File: config.mk
export PLATFORM = sky130hd
export DESIGN_NAME = piso_serializer
export DESIGN_NICKNAME = d
export VERILOG_FILES = /design/src/rtl/piso_serializer_pkg.sv /design/src/rtl/piso_shift_core.sv /design/src/rtl/piso_serializer.sv
export SDC_FILE = /design/constraint.sdc
export NUM_CORES = 1
export LEC_CHECK = 0
export CORE_MARGIN = 3
export CORE_UTILIZATION = 51
export DETAILED_ROUTE_END_ITERATION = 7
export GPL_TIMING_DRIVEN = 0
export HOLD_SLACK_MARGIN = 0.05
export MAX_ROUTING_LAYER = met4
export PLACE_DENSITY = 0.81
export SLEW_MARGIN = 20
export SYNTH_ARGS = -nofsm -noshare
export SYNTH_HDL_FRONTEND = slang
export SYNTH_SLANG_ARGS = --single-unit
File: constraint.sdc
create_clock -name clk -period 3.26 [get_ports clk]
set_input_delay 0.326 -clock clk [delete_from_list [all_inputs] [get_ports clk]]
set_output_delay 0.326 -clock clk [all_outputs]
set_load 0.01 [all_outputs]
File: src/rtl/piso_serializer_pkg.sv
// piso_serializer shared types.
// FSM state encoding and counter sizing helper.
package piso_serializer_pkg;

   typedef enum logic {
      IDLE  = 1'b0,
      SHIFT = 1'b1
   } state_e;

   function automatic int cnt_width(input int beats);
      return (beats > 1) ? $clog2(beats) : 1;
   endfunction

endpackage

File: src/rtl/piso_shift_core.sv
// piso_shift_core: word register with fill and direction select.
// Emits the current beat slice from the end chosen at load time.
module piso_shift_core #(
   parameter int   INPUT_WIDTH = 8,
   parameter int   LANES       = 1,
   parameter logic VALUE_PULL  = 1'b1
) (
   input  logic                   clk,
   input  logic                   rst_n,
   input  logic                   load,
   input  logic                   shift_en,
   input  logic                   dir_in,
   input  logic [INPUT_WIDTH-1:0] word_in,
   output logic [LANES-1:0]       beat
);

   logic [INPUT_WIDTH-1:0] word_q, word_d;
   logic [INPUT_WIDTH-1:0] shr, shl;
   logic                   dir_q, dir_d;

   // shifted images; one-beat words drain straight to fill
   if (LANES == INPUT_WIDTH) begin : g_full
      assign shr = {INPUT_WIDTH{VALUE_PULL}};
      assign shl = {INPUT_WIDTH{VALUE_PULL}};
   end else begin : g_part
      assign shr = {{LANES{VALUE_PULL}},
                    word_q[INPUT_WIDTH-1:LANES]};
      assign shl = {word_q[INPUT_WIDTH-LANES-1:0],
                    {LANES{VALUE_PULL}}};
   end

   // next word: a load beats a shift in the same cycle
   always_comb begin
      word_d = word_q;
      dir_d  = dir_q;
      if (load) begin
         word_d = word_in;
         dir_d  = dir_in;
      end else if (shift_en) begin
         word_d = dir_q ? shl : shr;
      end
   end

   // register state; reset parks at the fill level
   always_ff @(posedge clk or negedge rst_n) begin
      if (!rst_n) begin
         word_q <= {INPUT_WIDTH{VALUE_PULL}};
         dir_q  <= 1'b0;
      end else begin
         word_q <= word_d;
         dir_q  <= dir_d;
      end
   end

   assign beat = dir_q ? word_q[INPUT_WIDTH-1:INPUT_WIDTH-LANES]
                       : word_q[LANES-1:0];

endmodule

File: src/rtl/piso_serializer.sv
// piso_serializer: valid/ready parallel-in serial-out converter.
// Zero-bubble reload on the last beat; per-word shift direction.
module piso_serializer
   import piso_serializer_pkg::*;
#(
   parameter int   INPUT_WIDTH = 8,
   parameter int   LANES       = 1,
   parameter logic VALUE_PULL  = 1'b1
) (
   input  logic                   clk,
   input  logic                   rst_n,
   input  logic                   in_valid,
   output logic                   in_ready,
   input  logic [INPUT_WIDTH-1:0] in_data,
   input  logic                   dir,
   output logic                   out_valid,
   input  logic                   out_ready,
   output logic [LANES-1:0]       out_data,
   output logic                   out_last,
   output logic                   busy
);

   localparam int BEATS = INPUT_WIDTH / LANES;
   localparam int CW    = cnt_width(BEATS);
   localparam logic [CW-1:0] BEATS_M1 = CW'(BEATS - 1);

   if (INPUT_WIDTH < 1 || LANES < 1 ||
       (INPUT_WIDTH % LANES) != 0) begin : g_bad_cfg
      $error("piso_serializer: LANES must divide INPUT_WIDTH");
   end

   state_e        state_q, state_d;
   logic [CW-1:0] cnt_q, cnt_d;
   logic          load, accept;

   assign out_valid = (state_q == SHIFT);
   assign out_last  = out_valid & (cnt_q == '0);
   assign busy      = out_valid;
   assign accept    = out_valid & out_ready;
   assign in_ready  = (state_q == IDLE) | (accept & out_last);
   assign load      = in_valid & in_ready;

   // next state and beat count; a same-cycle load keeps SHIFT
   always_comb begin
      state_d = state_q;
      cnt_d   = cnt_q;
      if (load) begin
         state_d = SHIFT;
         cnt_d   = BEATS_M1;
      end else if (accept) begin
         cnt_d = out_last ? '0 : cnt_q - 1'b1;
         if (out_last) state_d = IDLE;
      end
   end

   // FSM and counter registers
   always_ff @(posedge clk or negedge rst_n) begin
      if (!rst_n) begin
         state_q <= IDLE;
         cnt_q   <= '0;
      end else begin
         state_q <= state_d;
         cnt_q   <= cnt_d;
      end
   end

   piso_shift_core #(
      .INPUT_WIDTH (INPUT_WIDTH),
      .LANES       (LANES),
      .VALUE_PULL  (VALUE_PULL)
   ) u_core (
      .clk      (clk),
      .rst_n    (rst_n),
      .load     (load),
      .shift_en (accept),
      .dir_in   (dir),
      .word_in  (in_data),
      .beat     (out_data)
   );

endmodule

==> key figures <==
Worst setup path
  – Crit Path Max Fanout: 10
  – CP arrival: 1.98 ns
  – Startpoint Class: register
  – Crit path required time: 2.93 ns
  – Crit Path Category: register to primary output
  – CP endpoint kind: primary output

Flow run
  – Max_cap viols: 0

Pwr
  – PwrDens: 831.9 nW/um^2
  – Sequential share of power: 38.4%
  – Comb power frac: 49.4%
  – Net Sw Frac: 34.46%
  – P_int: 0.0005437 W
  – Maximum vdd drop: 514.1 uV
  – LEAKAGE: 0.4636 nW
  – Net Sw Power: 0.0002859 W
  – Clock Power Share: 12.2%
  – Power, Total: 0.0008296 W

Yosys
  – Yosys top cell area share: 26.88%
  – Top cells by area, synth: dfstp_2 27%, dfrtp_1 16%, mux2_2 10%, inv_1 8.6%, a221oi_1 7.8%
  – Number of synthesized register bits: 13
  – Most numerous cell in the Yosys netlist: inv_1
  – Cell variety after synth: 25
  – Syn Inst Count: 77
  – Number of synthesized flops with an enable pin: 0
  – Cell area after synthesis: 782.0 sq um
  – Sequential area share after synthesis: 42.88%
  – Top FF cell, synth: dfstp_2
  – Most frequent cells after synthesis: 18 x inv_1, 8 x dfstp_2, 7 x a221oi_1, 7 x mux2_2, 6 x a211oi_1
  – Syn nets: 92
  – Mean cell area of the mapped netlist: 10.16 sq um
  – Post-synthesis async set-or-reset flop share: 100.0%
  – Yosys warnings: 0
  – Synth area leader: dfstp_2

Clocking
  – Hold_buf cts: 0
  – Clk_lat worst skew: 0.28 ns
  – Total CTS buffers: 3
  – CTS clk-pin slew, worst paths: 0.08 ns
  – Clk buf depth: 2
  – H-tree depth: 1
  – Root buffer cell: clkbuf_4
  – CTS-repair resized insts: 0
  – CTS Sinks: 13
  – Post-CTS repair timing setup buffer count: 0
  – TritonCTS clock tree: done

Route
  – Initial DRC count: 12
  – Drt pass-1 iters: 4
  – Routed Antenna Nets: 0
  – WL final: 1657 um
  – Via-to-Cell Ratio: 5.770
  – DRC: 0
  – Routed len/inst: 14.66 um
  – Routed vias: 652

Floorplanning
  – Std-Cell Rows: 13
  – Die ar.: 2039 sq um
  – Total core area: 1366 sq um
  – Initial core utilization: 57.23%
  – Die X: 45.16 um
  – Top Ports: 18
  – Chip height: 45.16 um

Place
  – Placed cells: 109
  – Buffers on Ports: 17
  – DPL Wire Length: 1186 um
  – Placement Cell Area: 970.9 sq um
  – RD Place Congestion: 0.7870

STA
  – Slew @ Worst Pin: 0.5851 ns
  – Hold Vio Cnt, Final: 0
  – Period utilization: 70.70%
  – Pins Over Slew Limit: 0
  – Worst Hold Slack: 0.4139 ns
  – Unrepaired setup endpoints after global routing: false
  – Setup violators final: 0
  – FMAX: 433.9 MHz
  – Setup Skew: 0.002092 ns
  – Setup TNS: 0 ns
  – Worst rel slew slack: 60.87%
  – Tmin final: 2.305 ns

Global route
  – Vias in the first global route: 614
  – Pin count of the biggest net entering global routing: 14
  – GRT overflow: 0
  – First-pass GRT wire length: 2822 um
  – Initial antenna violation count: 0
  – GR Util All Layers: 19.68%

Final layout
  – Fin area: 997.2 sq um
  – Ant. Diodes: 0
  – Nets: 114
  – Area Growth Syn to Fin: 27.52%
  – Fillers: 107
  – Fraction of layout cells with a size suffix above 1: 26.53%
  – Non-filler cells, final: 113

Outcome
  – Outcome: complete, no violations

Min path
  – Min-Delay Path Class: input pin to async pin
[critical path, stage by stage, from the launching register on]
cell             delay (ns)
dfrtp_1                0.40
inv_1                  0.07
ha_1                   0.14
ha_1                   0.16
a21bo_2                0.14
buf_2                  0.22
clkdlybuf4s50_1        0.57
[placed cells by master, fill, tap and decap left out, drive strengths merged]
cell type      instances
nand2                  3
a32oi                  1
nand2b                 1
inv                   18
a221oi                 7
dfstp                  8
ha                     2
o31ai                  1
clkdlybuf4s50         17
a2111oi                1
o311ai                 2
a21bo                  1
a211o                  1
nor2                   1
mux2                   8
buf                    5
and2                   2
clkbuf                 6
a211oi                 6
dfrtp                  5
nor3                   1
mux2i                  1
[logic make-up after synthesis]
group	after synthesis	synth area share (%)
buffers and inverters	25	13.92
AOI/OAI and AO/OA	20	21.44
DFF	13	42.88
muxes	9	13.28
and+or+nand+nor	8	5.280
adders and majority gates	2	3.199
[state kept, by name, summed over array words and instances (netlist names)]
signal         flops
u_core.word_q      8
cnt_q              3
busy               1
u_core.dir_q       1
[worst paths after layout]
check,end,slack [ns],startpoint,cells past startpoint
max,in_ready,0.96,cnt_q[0]$_DFFE_PN0P_,6
min,u_core.dir_q$_DFFE_PN0P_,0.41,rst_n,1
max reg2reg,u_core.dir_q$_DFFE_PN0P_,1.56,cnt_q[0]$_DFFE_PN0P_,7
min reg2reg,u_core.word_q[7]$_DFFE_PN1P_,0.49,u_core.word_q[7]$_DFFE_PN1P_,2
max in group asynchronous,cnt_q[0]$_DFFE_PN0P_,2.47,rst_n,1
min in group clk,u_core.word_q[7]$_DFFE_PN1P_,0.49,u_core.word_q[7]$_DFFE_PN1P_,2
[metrics by stage]
stage,utilization [%],setup slack (ns)
after detailed placement,71.06,1.187
after CTS,72.99,0.9437
final,72.99,0.9553
after global routing,72.99,0.8307
after floorplan,-,1.647
after global placement,71.06,1.193
[cell type report]
type	instances	area [sq um]	share of cell area, %
timing repair buffer	17	170.2	17.06
inverter	18	67.56	6.775
sequential	13	335.3	33.63
multi-input combinational	39	337.8	33.88
tap	15	18.77	1.882
buffer	7	41.29	4.141
clock buffer	4	26.28	2.635
[power by group through the flow]
stage	sequential, W	clock (W)	combinational (W)
detailed placement	0.000320	0	0.000412
CTS	0.000318	0.000104	0.000414
finish	0.000319	0.000101	0.000410
floorplan	0.000305	0	0.000295
global route	0.000330	0.000113	0.000455
global placement	0.000318	0	0.000398
[per-layer routing]
layer / share of wire [%] / up-vias / routed length [um] / track usage (%)
met5: 0 / - / 0 / -
met4: 2.2 / 0 / 36 / 8.772
met3: 7.4 / 5 / 122 / 3.984
met2: 46 / 28 / 759 / 30.23
met1: 45 / 306 / 739 / 24.81
li1: - / 313 / - / -
Power figures use the tool's default switching activity.
